[src/rtl/midi_msg_parser.sv]
// MIDI channel-message parser: one byte per cycle in, one-cycle event pulses out.
// Tracks running status, assembles two-data-byte messages, filters by channel and
// skips SysEx payloads. Real-time bytes pass through without disturbing a message.
module midi_msg_parser #(
  parameter logic [3:0] CHANNEL = 4'd0,
  parameter bit         OMNI    = 1'b0
) (
  input  logic       clk,
  input  logic       rst_n,
  input  logic       byte_valid,
  input  logic [7:0] byte_in,
  output logic       note_on,
  output logic       note_off,
  output logic       param_change_ready,
  output logic [6:0] note,
  output logic [6:0] velocity,
  output logic       sync_error
);

  typedef enum logic [1:0] {StIdle, StWaitD1, StWaitD2, StSysex} state_e;

  state_e     state_q, state_d;
  logic [7:0] status_q, status_d;
  logic [6:0] d1_q, d1_d;
  logic [6:0] note_q, note_d;
  logic [6:0] vel_q, vel_d;
  logic       on_q, on_d;
  logic       off_q, off_d;
  logic       cc_q, cc_d;
  logic       sync_q, sync_d;

  logic       chan_match;
  logic       two_data;

  assign chan_match = OMNI || (status_q[3:0] == CHANNEL);
  // Program Change / Channel Pressure carry a single data byte and are skipped.
  assign two_data   = (status_q[7:4] == 4'h8) || (status_q[7:4] == 4'h9) ||
                      (status_q[7:4] == 4'hA) || (status_q[7:4] == 4'hB) ||
                      (status_q[7:4] == 4'hE);

  // Next-state decode for parser state, running status and registered events.
  always_comb begin
    state_d  = state_q;
    status_d = status_q;
    d1_d     = d1_q;
    note_d   = note_q;
    vel_d    = vel_q;
    on_d     = 1'b0;
    off_d    = 1'b0;
    cc_d     = 1'b0;
    sync_d   = 1'b0;

    if (byte_valid) begin
      if (!byte_in[7]) begin
        unique case (state_q)
          StIdle: sync_d = 1'b1;
          StWaitD1: begin
            if (two_data) begin
              d1_d    = byte_in[6:0];
              state_d = StWaitD2;
            end
          end
          StWaitD2: begin
            // Message complete; stay in WAIT_D1 so running status continues.
            state_d = StWaitD1;
            if (chan_match) begin
              case (status_q[7:4])
                4'h8:    off_d = 1'b1;
                4'h9: begin
                  if (byte_in[6:0] != 7'd0) on_d = 1'b1;
                  else                      off_d = 1'b1;
                end
                4'hB:    cc_d = 1'b1;
                default: ;
              endcase
              if (on_d || off_d || cc_d) begin
                note_d = d1_q;
                vel_d  = byte_in[6:0];
              end
            end
          end
          StSysex: ;
        endcase
      end else if (byte_in < 8'hF0) begin
        // Channel status restarts parsing and drops any partial message.
        status_d = byte_in;
        state_d  = StWaitD1;
      end else if (byte_in == 8'hF0) begin
        status_d = 8'h00;
        state_d  = StSysex;
      end else if (byte_in < 8'hF8) begin
        // Remaining system common (incl. 0xF7 end-of-SysEx) cancels running status.
        status_d = 8'h00;
        state_d  = StIdle;
      end
    end
  end

  // State and output registers with asynchronous active-low reset.
  always_ff @(posedge clk or negedge rst_n) begin
    if (!rst_n) begin
      state_q  <= StIdle;
      status_q <= 8'h00;
      d1_q     <= 7'd0;
      note_q   <= 7'd0;
      vel_q    <= 7'd0;
      on_q     <= 1'b0;
      off_q    <= 1'b0;
      cc_q     <= 1'b0;
      sync_q   <= 1'b0;
    end else begin
      state_q  <= state_d;
      status_q <= status_d;
      d1_q     <= d1_d;
      note_q   <= note_d;
      vel_q    <= vel_d;
      on_q     <= on_d;
      off_q    <= off_d;
      cc_q     <= cc_d;
      sync_q   <= sync_d;
    end
  end

  assign note_on            = on_q;
  assign note_off           = off_q;
  assign param_change_ready = cc_q;
  assign sync_error         = sync_q;
  assign note               = note_q;
  assign velocity           = vel_q;

endmodule

[config.mk]
export PLATFORM = sky130hd
export DESIGN_NAME = midi_msg_parser
export DESIGN_NICKNAME = d
export VERILOG_FILES = /design/src/rtl/midi_msg_parser.sv
export SDC_FILE = /design/constraint.sdc
export NUM_CORES = 1
export LEC_CHECK = 0
export BUFFER_PORTS_ARGS = -buffer_cell sky130_fd_sc_hd__buf_2
export CAP_MARGIN = 15
export CORE_ASPECT_RATIO = 0.5
export CORE_MARGIN = 5
export CORE_UTILIZATION = 39
export DETAILED_ROUTE_END_ITERATION = 8
export GPL_TIMING_DRIVEN = 1
export SKIP_CTS_REPAIR_TIMING = 1
export SLEW_MARGIN = 20
export SYNTH_ARGS = -nofsm -noshare
export SYNTH_HDL_FRONTEND = slang
export SYNTH_SLANG_ARGS = --single-unit
[constraint.sdc]
create_clock -name clk -period 4.7 [get_ports clk]
set_input_delay 0.705 -clock clk [delete_from_list [all_inputs] [get_ports clk]]
set_output_delay 0.705 -clock clk [all_outputs]
set_load 0.02 [all_outputs]
==> summary.txt, run 1 <==
Outcome
  • Outcome: complete, no violations

Critical path
  • CP startpoint: byte_in[5]
  • Reg-to-reg setup timing slack: 2930 ps
  • WP data arrival: 2250 ps
  • Type of origin of the critical path: primary input
  • WS Path Type: primary input to flip-flop
  • Max FO, Critical Path: 16
  • Required @ worst endpoint: 4870 ps
  • Worst setup EP type: flip-flop
  • Worst reg2reg path startpoint: state_q[0]

Pwr
  • Net Sw Power: 215 uW
  • Comb pwr share: 19.7%
  • Sequential power share: 52.8%
  • Clk network pwr share: 27.5%
  • Overall Power: 756 uW
  • Sw frac: 28.5%
  • PwrDens: 437 nW/um^2
  • Leakage power: 0.000869 uW
  • Int Power: 541 uW
  • VDD IR max: 0.181 mV

Placement
  • Routability congestion estimate: 0.818
  • HPWL after DPL: 1930 um
  • Port Buffers: 28
  • Dpl cell area: 1640 sq um
  • Dpl cells: 185

Final layout
  • Nets: 152
  • Design Area, Final: 1730 sq um
  • Finished Layout Cells: 193
  • Final Util: 49.3%
  • P&R area growth vs syn: 18.5%
  • Antenna fix cells: 0
  • Fillcell total: 334
  • Layout cell share with drive strength beyond 1: 46.5%

Clocking
  • # H-tree levels: 2
  • Clk_lat worst skew: 280 ps
  • CTS tree: yes
  • Clock-pin slew on the worst setup and hold paths: 70 ps
  • Root Driver: clkbuf_8
  • Clk sinks: 35
  • Longest Clk Path Bufs: 2
  • Clock buffer count from CTS: 5

Floorplan
  • Core region area: 3510 sq um
  • Starting density of the core: 41.6%
  • I/O pin count: 29
  • Row count: 15
  • Chip Height: 53.3 um
  • Die ar.: 5140 sq um
  • Die Width: 96.5 um

STA
  • Setup Viol. Count Final: 0
  • Max-slew headroom: 32.6%
  • Final TNS setup: 0 ps
  • Max-slew violations: 0
  • Final clock period utilization by the worst path: 44.1%
  • RSZ-0062 raised after global routing: no
  • Fmax achieved: 482 MHz
  • Worst Tran Pin Value: 1010 ps
  • Min cycle time layout: 2070 ps
  • Final Skew: 5.96 ps
  • Final Hold Viols: 0

Detailed routing
  • Routed length per instance: 14.1 um
  • Post-route DRC: 0
  • DR vias: 936
  • Max layer used: met3
  • WL met2: 1240 um
  • Total wire length: 2720 um
  • Initial DRC count: 34
  • Drt pass-1 iters: 4
  • Routed Antenna Nets: 0
  • Met3 routed WL: 108 um
  • Vias/cell: 4.85
  • Wire length on met1: 1370 um

Synthesis
  • Sequential share of the synthesized area: 60.0%
  • Count of state elements after synthesis: 35
  • Synth Cell Area: 1460 sq um
  • Gate Count Post-Synth: 110
  • Syn Area/Cell: 13.3 sq um
  • Synth cell types: 26
  • Ys Warns: 0
  • Syn Nets: 121

GRT
  • Initial antenna violation count: 0
  • First-pass GRT wire length: 4650 um
  • Vias in the first global route: 960
  • Gr usage total: 12.5%
  • GRT Residual Overflow: 0
  • Largest net degree at the start of global routing: 36

Run
  • Max Cap Viol: 0

Hold path
  • Worst Hold Class: primary input to async pin
## registers in the layout, indices dropped and copies added, names as in the netlist
| register | count |
|---|---|
| status_q | 8 |
| note | 7 |
| velocity | 7 |
| note_on | 1 |
| sync_error | 1 |
| note_off | 1 |
| state_q | 2 |
| d1_q | 7 |
| param_change_ready | 1 |
## final timing paths
check                               to  depth (start not counted)
setup / recovery           status_q[3]                          5
hold / removal                 d1_q[2]                          1
setup reg to reg           velocity[0]                          3
hold reg to reg               note_off                          1
max in group asynchronous  status_q[7]                          1
min in group clk              note_off                          1
## stage by stage
stage / setup slack [ps] / hold slack, ps
2_1_floorplan: 2750 / 409
3_3_place_gp: 2400 / 472
3_5_place_dp: 2370 / 477
4_1_cts: 2680 / 490
5_1_grt: 2500 / 504
6_report: 2630 / 486
## layout by cell type (no fill, tap or decap), drive strengths merged
cell / synthesis / routed
a21oi: 1 / 1
and3: 1 / 1
and2b: 1 / 1
nand3: 8 / 8
o21ai: 6 / 6
o211a: 1 / 1
clkbuf: 1 / 6
mux2: 24 / 24
nand2: 4 / 4
or4: 2 / 2
nor2b: 1 / 1
buf: 3 / 28
nor3: 1 / 1
dfrtp: 35 / 35
nor4b: 2 / 2
a31oi: 2 / 2
a211oi: 1 / 1
clkinv: 0 / 1
and4: 1 / 1
a31o: 1 / 1
nand4: 2 / 2
nor2: 4 / 4
a21boi: 1 / 1
clkinvlp: 0 / 1
inv: 6 / 6
nand2b: 1 / 1
## cell usage after synthesis
library cell,n,share of area (%)
or4_4,2,1.5
a21oi_1,1,0.34
nor2b_1,1,0.43
nand2_1,4,1.0
and3_1,1,0.43
and4_1,1,0.60
o211a_1,1,0.69
nand2b_1,1,0.43
o21ai_0,6,2.1
nand4_1,1,0.43
clkbuf_1,1,0.26
dfrtp_1,35,60
a31o_2,1,0.60
nand4_2,1,0.86
buf_2,3,1.0
nand3_1,8,2.7
nor3_1,1,0.34
nor4b_4,1,1.6
a21boi_1,1,0.51
a211oi_2,1,0.86
and2b_2,1,0.60
inv_1,6,1.5
mux2_2,24,19
a31oi_1,2,0.86
nor2_1,4,1.0
nor4b_1,1,0.60
## layer usage
layer,GRT usage (%),vias to the layer above
met3,4.55,0
met2,18.3,19
met5,0,-
li1,-,453
met1,16.6,464
met4,5.12,0
## critical path, cell delays in order
cell,delay [ps]
buf_2,130
and3_1,240
a21oi_1,820
nor2b_1,100
a31o_2,250
## kinds of logic after synthesis
kind of cell    after synthesis  share of synthesized area [%]
buf+inv                      10                           2.83
compound gates               13                           5.92
simple gates                 28                           12.7
flops                        35                           60.0
mux                          24                           18.5
## power groups by stage
| stage | logic, uW | clock network [uW] | registers (uW) |
|---|---|---|---|
| 6_report | 149 | 207 | 399 |
| 5_1_grt | 165 | 233 | 407 |
| 4_1_cts | 152 | 215 | 399 |
| 3_5_place_dp | 151 | 0 | 406 |
| 3_3_place_gp | 149 | 0 | 403 |
| 2_1_floorplan | 79.9 | 0 | 423 |
## cell type report
type	count	area, sq um	area share (%)
clock inverter	2	12.5	0.724
timing repair buffer	28	140	8.10
tap	51	63.8	3.69
inverter	6	22.5	1.30
sequential	35	876	50.7
multi-input combinational	65	542	31.3
clock buffer	6	72.6	4.20
Power figures use the tool's default switching activity.
==> run 2: changes to the inputs <==
clock period = 2.1 ns   (was 4.7 ns; I/O delays follow)
==> run 2 against run 1 <==
- final area increased by 2.2%
- clock power increased to 2.5 times the previous value
- register-to-register slack got worse by 2600 ps
- highest routed layer is now met4
- power increased by 130%
- largest power group unchanged
- flip-flop and latch count unchanged
- critical path type is now flip-flop to flip-flop
- final cell count increased by 1.6%
==> summary.txt, run 2 (synthesis results as in run 1) <==
Clocking
  • Longest Clk Path Bufs: 2 (unchanged)
  • Clk_lat worst skew: 280 ps (about the same)
  • Clk sinks: 35 (unchanged)
  • CTS tree: yes (unchanged)
  • Root Driver: clkbuf_8 (unchanged)
  • Clock-pin slew on the worst setup and hold paths: 70 ps (about the same)
  • Clock buffer count from CTS: 5 (unchanged)
  • # H-tree levels: 2 (unchanged)

STA
  • Final Hold Viols: 0 (unchanged)
  • Final Skew: 4.03 ps (was 5.96 ps)
  • Final clock period utilization by the worst path: 82.1%
  • Setup Viol. Count Final: 0 (unchanged)
  • Min cycle time layout: 1720 ps
  • Fmax achieved: 580 MHz
  • Max-slew violations: 0 (unchanged)
  • Worst Tran Pin Value: 773 ps (was 1010 ps)
  • Final TNS setup: 0 ps (unchanged)
  • RSZ-0062 raised after global routing: no (unchanged)
  • Max-slew headroom: 48.4% (was 32.6%)

Floorplan
  • Die Width: 96.5 um (unchanged)
  • Row count: 15 (unchanged)
  • Core region area: 3510 sq um (unchanged)
  • Die ar.: 5140 sq um (unchanged)
  • I/O pin count: 29 (unchanged)
  • Starting density of the core: 41.6% (unchanged)
  • Chip Height: 53.3 um (unchanged)

GRT
  • Initial antenna violation count: 0 (unchanged)
  • Largest net degree at the start of global routing: 36 (unchanged)
  • GRT Residual Overflow: 0 (unchanged)
  • Gr usage total: 12.5% (about the same)
  • Vias in the first global route: 963 (was 960)
  • First-pass GRT wire length: 4640 um (was 4650 um)

Pwr
  • Sw frac: 27.3% (was 28.5%)
  • Leakage power: 0.000894 uW (was 0.000869 uW)
  • VDD IR max: 0.419 mV (was 0.181 mV)
  • Net Sw Power: 482 uW (was 215 uW)
  • Int Power: 1280 uW (was 541 uW)
  • Overall Power: 1760 uW (was 756 uW)
  • Comb pwr share: 19.4% (was 19.7%)
  • PwrDens: 998 nW/um^2 (was 437 nW/um^2)
  • Clk network pwr share: 29.7% (was 27.5%)
  • Sequential power share: 51.0% (was 52.8%)

Detailed routing
  • Total wire length: 2810 um (was 2720 um)
  • Vias/cell: 4.87 (was 4.85)
  • Drt pass-1 iters: 4 (unchanged)
  • Post-route DRC: 0 (unchanged)
  • Initial DRC count: 28 (was 34)
  • Routed Antenna Nets: 0 (unchanged)
  • Routed length per instance: 14.3 um (was 14.1 um)
  • DR vias: 955 (was 936)

Final layout
  • Fillcell total: 333 (was 334)
  • Layout cell share with drive strength beyond 1: 47.6% (was 46.5%)
  • P&R area growth vs syn: 21.1% (was 18.5%)
  • Nets: 155 (was 152)
  • Antenna fix cells: 0 (unchanged)
  • Design Area, Final: 1770 sq um (was 1730 sq um)
  • Max FFs per register: 8 (unchanged)
  • Most common cell after layout, fill and taps aside: dfrtp_1 (unchanged)
  • Largest reg by FF count: status_q (unchanged)
  • Most frequent cells in the layout: dfrtp_1 (35), buf_2 (28), mux2_2 (24) (unchanged)

Critical path
  • Worst reg2reg path startpoint: status_q[4] (was state_q[0])
  • WS Path Type: flip-flop to flip-flop (was primary input to flip-flop)
  • Required @ worst endpoint: 2270 ps (was 4870 ps)
  • Worst setup EP type: flip-flop (unchanged)
  • Reg-to-reg setup timing slack: 380 ps (was 2930 ps)
  • WP data arrival: 1890 ps (was 2250 ps)
  • Type of origin of the critical path: flip-flop (was primary input)
  • CP startpoint: status_q[4] (was byte_in[5])
  • Max FO, Critical Path: 7 (was 16)

Placement
  • HPWL after DPL: 1960 um (was 1930 um)
  • Dpl cell area: 1670 sq um (was 1640 sq um)
  • Routability congestion estimate: 0.755 (was 0.818)
  • Port Buffers: 28 (unchanged)

Hold path
  • Worst Hold Class: primary input to async pin (unchanged)

Run
  • Max Cap Viol: 0 (unchanged)

Outcome
  • Outcome: complete, no violations (unchanged)
run 2: cell count changes in the layout (fill, tap and decap cells not counted):
cell,change
buf_4,+3
clkbuf_8,+2
clkinv_2,-1
clkinvlp_4,-1
run 2: critical path, cell delays in order, from the launching register on:
cell	delay, ps
dfrtp_1	400
nand2b_1	180
a21boi_1	210
nand4_1	400
mux2_2	420
run 2: layout make-up:
cell class              count  area (sq um)  share of cell area (%)
flip-flops and latches     35           876                    49.6
well taps                  51          63.8                    3.61
repair buffers             31           163                    9.21
multi-input cells          65           542                    30.7
clock buffers               8           100                    5.67
inverters                   6          22.5                    1.27
run 2: worst paths after layout:
check	endpoint	cells past startpoint
worst min register to register	note_off	1
worst max register to register	d1_q[0]	4
worst max-delay path	d1_q[0]	4
max in group asynchronous	d1_q[1]	1
worst min-delay path	note[4]	1
min in group clk	sync_error	3
run 2: power groups by stage:
stage	Sequential (uW)	Combinational (uW)	Clock (uW)
after CTS	898	347	539
after detailed placement	907	344	0
final	898	341	523
after global placement	906	337	0
after floorplan	948	179	0
after global routing	913	374	575
run 2: per-layer routing:
metal	share of wire (%)	global-route usage, %	vias up
met5	0	0	-
met4	1.1	6.28	0
met3	2.8	3.84	6
met2	45	17.8	23
met1	51	17.0	471
li1	-	-	455
run 2: through the flow:
step                      hold slack, ps  cells  setup WS [ps]  util (%)
after floorplan                     19.4    110            543         -
after global placement               433    188            380      47.5
after detailed placement             442    188            359      47.5
after CTS                            134    196            377      50.3
after global routing                 185    196            296      50.3
final                                111    196            375      50.3
==> run 3: changes to the inputs <==
ABC_AREA = 1   (was default)
clock period = 1.4 ns   (was 2.1 ns; I/O delays follow)
==> run 3 against run 2 <==
- the run now ends with negative hold slack left
- die area rose by 6.7%
- routed wire length rose by 35%
- synthesized cell count rose by 68%
- non-clock buffer count rose by 11
- critical path type unchanged
- highest routed layer unchanged
- via count rose by 46%
- register-to-register slack got worse by 310 ps
- utilization rose by 0.88 points
==> summary.txt, run 3 <==
Outcome
  • Outcome: finished with violations (was complete, no violations)
  • Failing checks: negative hold slack

STA
  • Min cycle time layout: 1340 ps (was 1720 ps)
  • Worst hold slack: -37.1 ps (was 111 ps)
  • Fmax achieved: 748 MHz (was 580 MHz)
  • Final Skew: 5.61 ps (was 4.03 ps)
  • Final Hold Viols: 35 (was 0)
  • Worst Tran Pin Value: 455 ps (was 773 ps)
  • Max-slew headroom: 69.6% (was 48.4%)
  • Final clock period utilization by the worst path: 95.4% (was 82.1%)
  • Max-slew violations: 0 (unchanged)
  • Final TNS setup: 0 ps (unchanged)
  • Setup Viol. Count Final: 0 (unchanged)

Clocking
  • CTS tree: yes (unchanged)
  • Clk_lat worst skew: 280 ps (about the same)
  • Root Driver: clkbuf_8 (unchanged)
  • Clock-pin slew on the worst setup and hold paths: 70 ps (about the same)
  • Longest Clk Path Bufs: 2 (unchanged)
  • Clk sinks: 35 (unchanged)
  • # H-tree levels: 2 (unchanged)
  • Clock buffer count from CTS: 5 (unchanged)

Critical path
  • Max FO, Critical Path: 8 (was 7)
  • Critical-path top delay cell: dfrtp_1 (was mux2_2)
  • WS Path Type: flip-flop to flip-flop (unchanged)
  • Required @ worst endpoint: 1620 ps (was 2270 ps)
  • Worst setup EP type: flip-flop (unchanged)
  • Critical Path Max Stage Delay: 390 ps (was 420 ps)
  • Crit-path cells: inv_2, nand2_2, nor3_4, buf_12, clkbuf_4, nand4_1, nand2_1 (was nand2b_1, a21boi_1, nand4_1, mux2_2)
  • Cells on worst reg2reg path: 7 (was 4)
  • FF-to-FF End: note[2] (was d1_q[0])
  • Reg-to-reg setup timing slack: 60 ps (was 380 ps)
  • WP data arrival: 1550 ps (was 1890 ps)
  • Worst reg2reg path startpoint: state_q[0] (was status_q[4])
  • Type of origin of the critical path: flip-flop (unchanged)

Pwr
  • Comb pwr share: 26.6% (was 19.4%)
  • Leakage power: 0.00111 uW (was 0.000894 uW)
  • VDD IR max: 0.649 mV (was 0.419 mV)
  • Int Power: 2070 uW (was 1280 uW)
  • Clk network pwr share: 28.0% (was 29.7%)
  • PwrDens: 1520 nW/um^2 (was 998 nW/um^2)
  • Sequential power share: 45.5% (was 51.0%)
  • Sw frac: 31.9% (was 27.3%)
  • Net Sw Power: 970 uW (was 482 uW)

Synthesis
  • Synth cell types: 20 (was 26)
  • Asr flop ratio synth: 100% (unchanged)
  • Largest area contributor in the netlist: dfrtp_1 (unchanged)
  • Post-synth EDFFs: 0 (unchanged)
  • Post-Synth Simple-Gate Area: 34.9% (was 12.7%)
  • Sequential share of the synthesized area: 55.6% (was 60.0%)
  • Mux cell area share after synthesis: 0% (was 18.5%)
  • Syn Nets: 196 (was 121)
  • Synth Cell Area: 1570 sq um (was 1460 sq um)
  • Gate Count Post-Synth: 185 (was 110)
  • Yosys top cell area share: 55.6% (was 60.0%)
  • Post-synthesis adder-cell area fraction: 0% (unchanged)
  • Count of state elements after synthesis: 35 (unchanged)
  • Top FF cell, synth: dfrtp_1 (unchanged)
  • Main combinational cell family by area after synthesis: simple AND/OR/NAND/NOR gates (was multiplexers)
  • XOR/XNOR share of the synthesized area: 0% (unchanged)
  • Most common cell in the netlist: nand2_1 (was dfrtp_1)
  • Syn Area/Cell: 8.51 sq um (was 13.3 sq um)
  • Synth area leaders: dfrtp_1 (56%), nand2_1 (17%), nand4_1 (6.0%), nand3_1 (5.1%), inv_1 (3.6%) (was dfrtp_1 (60%), mux2_2 (19%), nand3_1 (2.7%), o21ai_0 (2.1%), nor4b_4 (1.6%))
  • Ys Warns: 0 (unchanged)
  • Compound-Gate Fraction of Synth Area: 3.66% (was 5.92%)
  • Commonest cells in the netlist: nand2_1 (70), dfrtp_1 (35), nand3_1 (16), inv_1 (15), nand4_1 (15) (was dfrtp_1 (35), mux2_2 (24), nand3_1 (8), inv_1 (6), o21ai_0 (6))

Detailed routing
  • Initial DRC count: 38 (was 28)
  • Total wire length: 3800 um (was 2810 um)
  • DR vias: 1,391 (was 955)
  • Drt pass-1 iters: 4 (unchanged)
  • Routed length per instance: 13.4 um (was 14.3 um)
  • Post-route DRC: 0 (unchanged)
  • Vias/cell: 4.90 (was 4.87)
  • Routed Antenna Nets: 0 (unchanged)

Placement
  • Port Buffers: 28 (unchanged)
  • Dpl cell area: 1830 sq um (was 1670 sq um)
  • HPWL after DPL: 2660 um (was 1960 um)
  • Routability congestion estimate: 0.843 (was 0.755)

GRT
  • First-pass GRT wire length: 6360 um (was 4640 um)
  • Vias in the first global route: 1,448 (was 963)
  • Largest net degree at the start of global routing: 36 (unchanged)
  • GRT Residual Overflow: 0 (unchanged)
  • Initial antenna violation count: 0 (unchanged)
  • Gr usage total: 15.1% (was 12.5%)

Final layout
  • Nets: 241 (was 155)
  • Most common cell after layout, fill and taps aside: nand2_1 (was dfrtp_1)
  • P&R area growth vs syn: 27.0% (was 21.1%)
  • Largest reg by FF count: status_q (unchanged)
  • Layout cell share with drive strength beyond 1: 24.8% (was 47.6%)
  • Register Area: 876 sq um (unchanged)
  • Most frequent cells in the layout: nand2_1 (69), dfrtp_1 (35), buf_2 (28) (was dfrtp_1 (35), buf_2 (28), mux2_2 (24))
  • Antenna fix cells: 0 (unchanged)
  • Design Area, Final: 2000 sq um (was 1770 sq um)
  • Fillcell total: 414 (was 333)
  • Area of the multi-input gates: 632 sq um (was 542 sq um)
  • Max FFs per register: 8 (unchanged)

Floorplan
  • I/O pin count: 29 (unchanged)
  • Core region area: 3900 sq um (was 3510 sq um)
  • Die Width: 99.8 um (was 96.5 um)
  • Starting density of the core: 40.3% (was 41.6%)
  • Chip Height: 54.9 um (was 53.3 um)
  • Die ar.: 5480 sq um (was 5140 sq um)
  • Row count: 16 (was 15)

Hold path
  • Worst Hold Class: primary input to async pin (unchanged)

Run
  • Max Cap Viol: 0 (unchanged)
==> run 3: logic make-up after synthesis <==
family | Yosys count
AO/OA/AOI/OAI | 11
AND/OR/NAND/NOR | 118
buffers and inverters | 21
flip-flops | 35
==> run 3: cell type report <==
type,instances,share of cell area (%)
Clock buffer,6,3.63
Clock inverter,1,1.50
Inverter,16,3.00
Multi-Input combinational cell,130,31.6
Sequential cell,35,43.8
Tap cell,54,3.38
Timing Repair Buffer,42,13.1
==> run 3: power by group through the flow <==
stage	sequential (uW)	combinational (uW)	clock, uW
detailed placement	1390	779	0
global route	1410	927	918
global placement	1390	754	0
finish	1380	807	849
CTS	1380	780	879
floorplan	1480	381	0
==> run 3: critical path, delay by kind of cell, from the launching register on <==
family	cells	cell delay [ps]
DFF	1	390
and+or+nand+nor	4	500
buffers and inverters	3	400
==> run 3: worst max path at each step <==
stage	cells after the start	slack [ps]	end	from
global route	7	-9	velocity[3]	state_q[0]
detailed placement	6	40	note_off	state_q[0]
CTS	6	30	note_off	state_q[0]
finish	7	60	note[2]	state_q[0]
floorplan	7	50	note[0]	state_q[0]
global placement	6	120	note_off	state_q[0]
==> run 3: metrics by stage <==
stage | worst slack [ps] | instances | power [uW] | hold WS, ps | utilization, %
after floorplan | 51.4 | 185 | 1870 | -85.6 | -
after global placement | 115 | 273 | 2140 | 269 | 47.0
after detailed placement | 43.4 | 273 | 2170 | 280 | 47.0
after CTS | 27.4 | 280 | 3030 | -22.0 | 49.6
after global routing | -9.26 | 284 | 3260 | 3.41 | 51.2
final | 63.7 | 284 | 3040 | -37.1 | 51.2
==> run 3: per-layer routing <==
layer | wire (um) | vias up | track usage [%]
li1 | - | 695 | -
met1 | 1760 | 661 | 18.7
met2 | 1780 | 33 | 26.0
met3 | 234 | 2 | 3.75
met4 | 27 | 0 | 6.12
met5 | 0 | - | 0
